`config.mk`:
```
export PLATFORM = sky130hd
export DESIGN_NAME = game_timer_ctrl_flat
export DESIGN_NICKNAME = d
export VERILOG_FILES = /design/src/rtl/game_timer_pkg.sv /design/src/rtl/game_timer_if.sv /design/src/rtl/tick_prescaler.sv /design/src/rtl/game_timer_ctrl.sv /design/src/flat_wrapper.sv
export SDC_FILE = /design/constraint.sdc
export NUM_CORES = 1
export LEC_CHECK = 0
export ABC_AREA = 1
export BUFFER_PORTS_ARGS = -buffer_cell sky130_fd_sc_hd__buf_2
export CORE_ASPECT_RATIO = 0.5
export CORE_MARGIN = 8
export CORE_UTILIZATION = 35
export CTS_BUF_LIST = sky130_fd_sc_hd__clkbuf_8
export DETAILED_ROUTE_END_ITERATION = 7
export SYNTH_ARGS = -nofsm -noshare
export SYNTH_HDL_FRONTEND = slang
export SYNTH_SLANG_ARGS = --single-unit
```
`constraint.sdc`:
```
create_clock -name clk -period 2.3 [get_ports clk]
set_input_delay 0.115 -clock clk [delete_from_list [all_inputs] [get_ports clk]]
set_output_delay 0.115 -clock clk [all_outputs]
set_load 0.03 [all_outputs]
```
`src/rtl/game_timer_pkg.sv`:
```
// game_timer_pkg: shared types and helpers for the game round timer.
//   state_e    - controller states (idle, running, paused, expired/done)
//   SPD_*      - speed select encodings (1x, 2x, 4x, 8x)
//   calc_term  - prescaler terminal count for a given clock rate and speed
package game_timer_pkg;

    typedef enum logic [1:0] {
        StIdle,
        StRun,
        StPause,
        StDone
    } state_e;

    localparam logic [1:0] SPD_1X = 2'd0;
    localparam logic [1:0] SPD_2X = 2'd1;
    localparam logic [1:0] SPD_4X = 2'd2;
    localparam logic [1:0] SPD_8X = 2'd3;

    // Each speed step halves the period; clk_hz divisible by 8 keeps all four exact.
    function automatic int unsigned calc_term(input int unsigned clk_hz, input logic [1:0] spd);
        return (clk_hz >> spd) - 1;
    endfunction

endpackage

```
`src/rtl/game_timer_if.sv`:
```
// game_timer_if: command/status bundle between the game FSM and the round timer.
//   master - game FSM: drives start/stop/pause/resume, duration_s, speed; reads status
//   slave  - timer:    reads commands; drives seconds_left, tick, running, paused,
//                      expired, done
interface game_timer_if #(
    parameter int unsigned SEC_W = 8
);
    logic             start;
    logic             stop;
    logic             pause;
    logic             resume;
    logic [SEC_W-1:0] duration_s;
    logic [1:0]       speed;
    logic [SEC_W-1:0] seconds_left;
    logic             tick;
    logic             running;
    logic             paused;
    logic             expired;
    logic             done;

    modport master (
        output start, stop, pause, resume, duration_s, speed,
        input  seconds_left, tick, running, paused, expired, done
    );

    modport slave (
        input  start, stop, pause, resume, duration_s, speed,
        output seconds_left, tick, running, paused, expired, done
    );
endinterface

```
`src/rtl/tick_prescaler.sv`:
```
// tick_prescaler: programmable divider producing the per-period terminal strobe.
//   clk        - system clock
//   reset      - synchronous active-high reset
//   clear_i    - restart the period from zero
//   enable_i   - advance the count this clock
//   term_i     - terminal count (period - 1)
//   terminal_o - count has reached (or passed) term_i
module tick_prescaler #(
    parameter int unsigned CW = 4
) (
    input  logic          clk,
    input  logic          reset,
    input  logic          clear_i,
    input  logic          enable_i,
    input  logic [CW-1:0] term_i,
    output logic          terminal_o
);
    logic [CW-1:0] cnt_q;

    // >= rather than ==: after a speed-up on resume the held count may already be past
    // the new terminal, and that must count as terminal rather than wrap the full range.
    assign terminal_o = (cnt_q >= term_i);

    always_ff @(posedge clk) begin
        if (reset || clear_i) begin
            cnt_q <= '0;
        end else if (enable_i) begin
            cnt_q <= terminal_o ? '0 : cnt_q + CW'(1);
        end
    end
endmodule

```
`src/rtl/game_timer_ctrl.sv`:
```
// game_timer_ctrl: countdown round timer with start/stop/pause/resume and speed select.
//   clk   - system clock (CLK_HZ)
//   reset - synchronous active-high reset
//   bus   - slave side of game_timer_if: commands in; seconds_left, tick, running,
//           paused, expired, done out (all registered)
module game_timer_ctrl
    import game_timer_pkg::*;
#(
    parameter int unsigned CLK_HZ = 50000000,
    parameter int unsigned SEC_W  = 8
) (
    input logic         clk,
    input logic         reset,
    game_timer_if.slave bus
);
    localparam int unsigned CW = $clog2(CLK_HZ);

    state_e           state_q;
    logic [1:0]       spd_q;
    logic [SEC_W-1:0] sec_q;
    logic             tick_q;
    logic             running_q;
    logic             paused_q;
    logic             expired_q;
    logic             done_q;

    logic [CW-1:0]    term;
    logic             terminal;
    logic             pre_clear;
    logic             pre_enable;

    assign term       = CW'(calc_term(CLK_HZ, spd_q));
    assign pre_clear  = bus.stop || bus.start;
    // The clock on which pause is sampled still counts as run time.
    assign pre_enable = (state_q == StRun);

    tick_prescaler #(
        .CW (CW)
    ) u_prescaler (
        .clk        (clk),
        .reset      (reset),
        .clear_i    (pre_clear),
        .enable_i   (pre_enable),
        .term_i     (term),
        .terminal_o (terminal)
    );

    always_ff @(posedge clk) begin
        if (reset) begin
            state_q   <= StIdle;
            spd_q     <= SPD_1X;
            sec_q     <= '0;
            tick_q    <= 1'b0;
            running_q <= 1'b0;
            paused_q  <= 1'b0;
            expired_q <= 1'b0;
            done_q    <= 1'b0;
        end else begin
            tick_q    <= 1'b0;
            expired_q <= 1'b0;
            if (bus.stop) begin
                state_q   <= StIdle;
                sec_q     <= '0;
                running_q <= 1'b0;
                paused_q  <= 1'b0;
                done_q    <= 1'b0;
            end else if (bus.start) begin
                spd_q    <= bus.speed;
                paused_q <= 1'b0;
                if (bus.duration_s != '0) begin
                    state_q   <= StRun;
                    sec_q     <= bus.duration_s;
                    running_q <= 1'b1;
                    done_q    <= 1'b0;
                end else begin
                    state_q   <= StDone;
                    sec_q     <= '0;
                    running_q <= 1'b0;
                    done_q    <= 1'b1;
                    expired_q <= 1'b1;
                end
            end else begin
                unique case (state_q)
                    StRun: begin
                        if (terminal && sec_q != '0) begin
                            tick_q <= 1'b1;
                            sec_q  <= sec_q - SEC_W'(1);
                        end
                        // Expiry outranks a coincident pause.
                        if (terminal && sec_q <= SEC_W'(1)) begin
                            state_q   <= StDone;
                            running_q <= 1'b0;
                            done_q    <= 1'b1;
                            expired_q <= 1'b1;
                        end else if (bus.pause) begin
                            state_q   <= StPause;
                            running_q <= 1'b0;
                            paused_q  <= 1'b1;
                        end
                    end
                    StPause: begin
                        if (bus.resume) begin
                            spd_q     <= bus.speed;
                            state_q   <= StRun;
                            running_q <= 1'b1;
                            paused_q  <= 1'b0;
                        end
                    end
                    StIdle, StDone: begin
                        // Held until start or stop.
                    end
                    default: state_q <= StIdle;
                endcase
            end
        end
    end

    assign bus.seconds_left = sec_q;
    assign bus.tick         = tick_q;
    assign bus.running      = running_q;
    assign bus.paused       = paused_q;
    assign bus.expired      = expired_q;
    assign bus.done         = done_q;
endmodule

```
`src/flat_wrapper.sv`:
```
// flat-port wrapper written by rule: the top's interface ports become plain ports
module game_timer_ctrl_flat import game_timer_pkg::*;
#(
    parameter int unsigned CLK_HZ = 50000000,
    parameter int unsigned SEC_W  = 8
)
  (clk, reset, bus_start, bus_stop, bus_pause, bus_resume, bus_duration_s, bus_speed, bus_seconds_left, bus_tick, bus_running, bus_paused, bus_expired, bus_done);
  game_timer_if #(.SEC_W(SEC_W)) bus_i ();
  input logic clk;
  input logic reset;
  input wire logic [$bits(bus_i.start)-1:0] bus_start;
  input wire logic [$bits(bus_i.stop)-1:0] bus_stop;
  input wire logic [$bits(bus_i.pause)-1:0] bus_pause;
  input wire logic [$bits(bus_i.resume)-1:0] bus_resume;
  input wire logic [$bits(bus_i.duration_s)-1:0] bus_duration_s;
  input wire logic [$bits(bus_i.speed)-1:0] bus_speed;
  output wire logic [$bits(bus_i.seconds_left)-1:0] bus_seconds_left;
  output wire logic [$bits(bus_i.tick)-1:0] bus_tick;
  output wire logic [$bits(bus_i.running)-1:0] bus_running;
  output wire logic [$bits(bus_i.paused)-1:0] bus_paused;
  output wire logic [$bits(bus_i.expired)-1:0] bus_expired;
  output wire logic [$bits(bus_i.done)-1:0] bus_done;
  assign bus_i.start = bus_start;
  assign bus_i.stop = bus_stop;
  assign bus_i.pause = bus_pause;
  assign bus_i.resume = bus_resume;
  assign bus_i.duration_s = bus_duration_s;
  assign bus_i.speed = bus_speed;
  assign bus_seconds_left = bus_i.seconds_left;
  assign bus_tick = bus_i.tick;
  assign bus_running = bus_i.running;
  assign bus_paused = bus_i.paused;
  assign bus_expired = bus_i.expired;
  assign bus_done = bus_i.done;
  game_timer_ctrl #(.CLK_HZ(CLK_HZ), .SEC_W(SEC_W)) u_core (.clk(clk), .reset(reset), .bus(bus_i));
endmodule
```
==> out/metrics.yaml <==
finish:
  multi_input_area_sq_um: 1900
  regArea_sq_um: 866
  nNetsFinal: 516
  area_delta_synth_final_pct: 21.7
  fillers: 838
  final_area_sq_um: 3550
  antennaDiodeCount: 0
  drive_above_1_share_pct: 22.2
critical_path:
  cp_slowest_cell: "dfxtp_4"
  crit_arrival_ns: 2.40
  crit_buf_inv: 3
  critPathTopFamily: "simple AND/OR/NAND/NOR gates"
  rr_worst_depth: 14
  start_kind: "flop"
  end_kind: "flop"
  cp_cell_sequence: "buf_4, nor2_4, inv_2, ha_4, nand2_1, nor2_2, nand3_2, nor2_4, nand3_2, nand3_4, nand3_4, buf_12, nand3_1, a21oi_2"
  crit_cells: 14
  cp_slowest_stage_delay_ns: 0.37
  required_ns: 2.50
  crit_type: "reg -> reg"
  r2r_start: "u_core.spd_q[0]"
  cp_max_fo: 5
  rr_endpoint: "u_core.bus.seconds_left[4]"
  r2r_slack_ns: 0.10
placed_design:
  post-dp-hpwl_microns: 5590
  gp_congestion: 0.838
  post_dp_cell_area_sq_um: 3250
  port_buffers: 28
power_and_ir_drop:
  total_power_mw: 1.65
  vdd_drop_max_mv: 0.226
  pwr_density_cell_nw_per_um2: 463
  p_leak_nw: 1.53
clock_network:
  clock_latency_ns: 0.32
  clk_path_buf_depth: 2
  cts_tree: "done"
  cts_sinks: 43
  cts_root_buf: "clkbuf_8"
  cts_buffers: 5
  clk_pin_slew_ns: 0.09
  h-tree-depth: 2
flow_run:
  cap_violations: 0
worst_hold_path:
  hold_end: "u_core.spd_q[1]"
  hold_path_class: "in -> reg"
  holdPathStages: 3
  min-delay-start: "bus_speed[1]"
routing:
  viasPerCell: 4.61
  wl_per_cell_microns: 12.4
  drtIter0Drc: 175
  drc: 0
  wirelength_microns: 7290
  vias: 2717
  first_pass_iters: 4
  drtAntennaViolNets: 0
die:
  core_sq_um: 8060
  ioPinCount: 29
  die_width_microns: 145
  initial_core_util_pct: 36.2
  num_rows: 23
  die_area_sq_um: 11700
  die_y_microns: 80.6
timing:
  min_period_ns: 2.20
  fmax_mhz: 455
  setup_violations: 0
  drv_slew: 0
  fin_crit_sh_pct: 95.5
  hold_ws_ns: 0.0608
  clock-skew-final_ns: 0.0113
  final_hold_viol_count: 0
synth:
  synth-async-reset-ratio_pct: 0
  synth_top_area_share_pct: 29.5
  ys_ff_latch: 43
  ys_types: 35
  synth_area_sq_um: 2920
  synth_edf_count: 0
  synth_top_area_cell: "dfxtp_1"
  syn_avg_cell_area_sq_um: 6.75
  yosysWarnings: 0
  synth_cells: 432
  ys_seq_area_share_pct: 29.5
  synthFlopType: "dfxtp_1"
  synthTopCellsByArea: "dfxtp_1 (30%), nand2_1 (12%), nor2_1 (10%)"
global_route:
  gr-total-overflow: 0
  grt_pass1_vias: 2470
  grt_max_degree: 17
  grt_usage_pct: 12.5
  grt_antenna_before_repair: 0
  grt_pass1_wl_microns: 11800
outcome:
  status: "complete, no violations"
-- worst max path at each step --
stage	from	to	slack [ns]
6_report	u_core.spd_q[0]	u_core.bus.seconds_left[4]	0.10
5_1_grt	u_core.spd_q[0]	u_core.u_prescaler.cnt_q[11]	-0.02
4_1_cts	u_core.spd_q[1]	u_core.u_prescaler.cnt_q[11]	0.0006
3_5_place_dp	u_core.spd_q[1]	u_core.bus.seconds_left[1]	-0.06
3_3_place_gp	u_core.spd_q[1]	u_core.bus.seconds_left[0]	-0.003
2_1_floorplan	u_core.spd_q[1]	u_core.u_prescaler.cnt_q[16]	0.17
-- per-stage QoR --
step	setup TNS [ns]	util [%]	setup slack, ns	cells
2_1_floorplan	0	-	0.173	433
3_3_place_gp	-0.00643	40.4	-0.00339	577
3_5_place_dp	-0.184	40.4	-0.0584	577
4_1_cts	0	42.2	0.000566	587
5_1_grt	-0.0469	44.1	-0.0193	590
6_report	0	44.1	0.103	590
-- cell usage after synthesis, types with 2 or more instances --
| master | n |
|---|---|
| a211oi_1 | 2 |
| a211oi_2 | 3 |
| a21oi_1 | 25 |
| clkbuf_1 | 3 |
| conb_1 | 2 |
| dfxtp_1 | 43 |
| ha_1 | 23 |
| inv_1 | 53 |
| inv_2 | 6 |
| nand2_1 | 93 |
| nand2_2 | 7 |
| nand3_1 | 19 |
| nand3_2 | 4 |
| nand3_4 | 2 |
| nand4_1 | 6 |
| nor2_1 | 79 |
| nor2_2 | 6 |
| nor3_1 | 7 |
| nor3_2 | 4 |
| nor3b_1 | 4 |
| nor4_1 | 3 |
| o21ai_0 | 12 |
| or2_2 | 2 |
| xnor2_1 | 4 |
| xor2_1 | 10 |
-- placed cells by master, fill, tap and decap left out, drive strengths merged, types with 2 or more instances in the layout --
cell type / instances
nand2: 102
nor2: 87
inv: 61
dfxtp: 43
buf: 40
a21oi: 25
nand3: 25
ha: 23
o21ai: 13
nor3: 11
xor2: 10
nand4: 6
clkbuf: 6
a211oi: 5
xnor2: 4
nor4: 4
nor3b: 4
conb: 3
or2: 2
-- worst reg2reg max path, cell delays in order (launching register included) --
cell and delay [ns]:
dfxtp_4 0.37, buf_4 0.15, nor2_4 0.09, inv_2 0.07
ha_4 0.27, nand2_1 0.06, nor2_2 0.14, nand3_2 0.13
nor2_4 0.16, nand3_2 0.10, nand3_4 0.13, nand3_4 0.13
buf_12 0.16, nand3_1 0.07, a21oi_2 0.06
-- state kept, by name, summed over array words and instances (netlist names) --
signal                    count
u_core.bus.seconds_left       8
u_core.bus.paused             1
u_core.bus.running            1
u_core.bus.expired            1
u_core.state_q                2
u_core.bus.tick               1
u_core.spd_q                  2
u_core.bus.done               1
u_core.u_prescaler.cnt_q     26
-- kinds of logic (layout without fill, tap and decap cells) --
family	count (synthesis)	after routing	share of synthesized area, %
AOI/OAI and AO/OA	43	43	8.32
xor gates and xnor gates	14	14	4.20
adders and majority gates	23	23	9.86
buffers and inverters	66	110	9.01
DFF	43	43	29.5
other	2	3	0.257
and+or+nand+nor	241	242	38.9
-- where the power goes --
group          internal (mW)  switching, mW
registers              0.756         0.0149
clock network          0.327          0.295
logic                 0.0958          0.156
total                   1.18          0.466
-- what timing repair did --
| item | CTS | global route |
|---|---|---|
| gates resized for setup | 3 | 24 |
| hold buffers | 1 | 0 |
| setup endpoints to repair | 11 | 38 |
| gates cloned | 1 | 1 |
| buffers inserted | 0 | 2 |
| endpoints found under the hold margin | 2 | 0 |
| pin swaps | 1 | 6 |
-- cell type report --
cell class                      instances  area share, %
Clock buffer                            5           1.94
Timing Repair Buffer                   42           8.38
Clock inverter                          3           1.30
Tap cell                              112           3.95
Sequential cell                        43           24.4
Inverter                               60           6.48
Multi-Input combinational cell        325           53.6
-- per-layer routing --
metal	routed length, microns	share of wire [%]	track usage (%)
met1	3580	49	15.8
met2	3210	44	19.8
met3	300	4.1	3.03
met4	199	2.7	6.28
met5	0	0	0
Power figures use the tool's default switching activity.
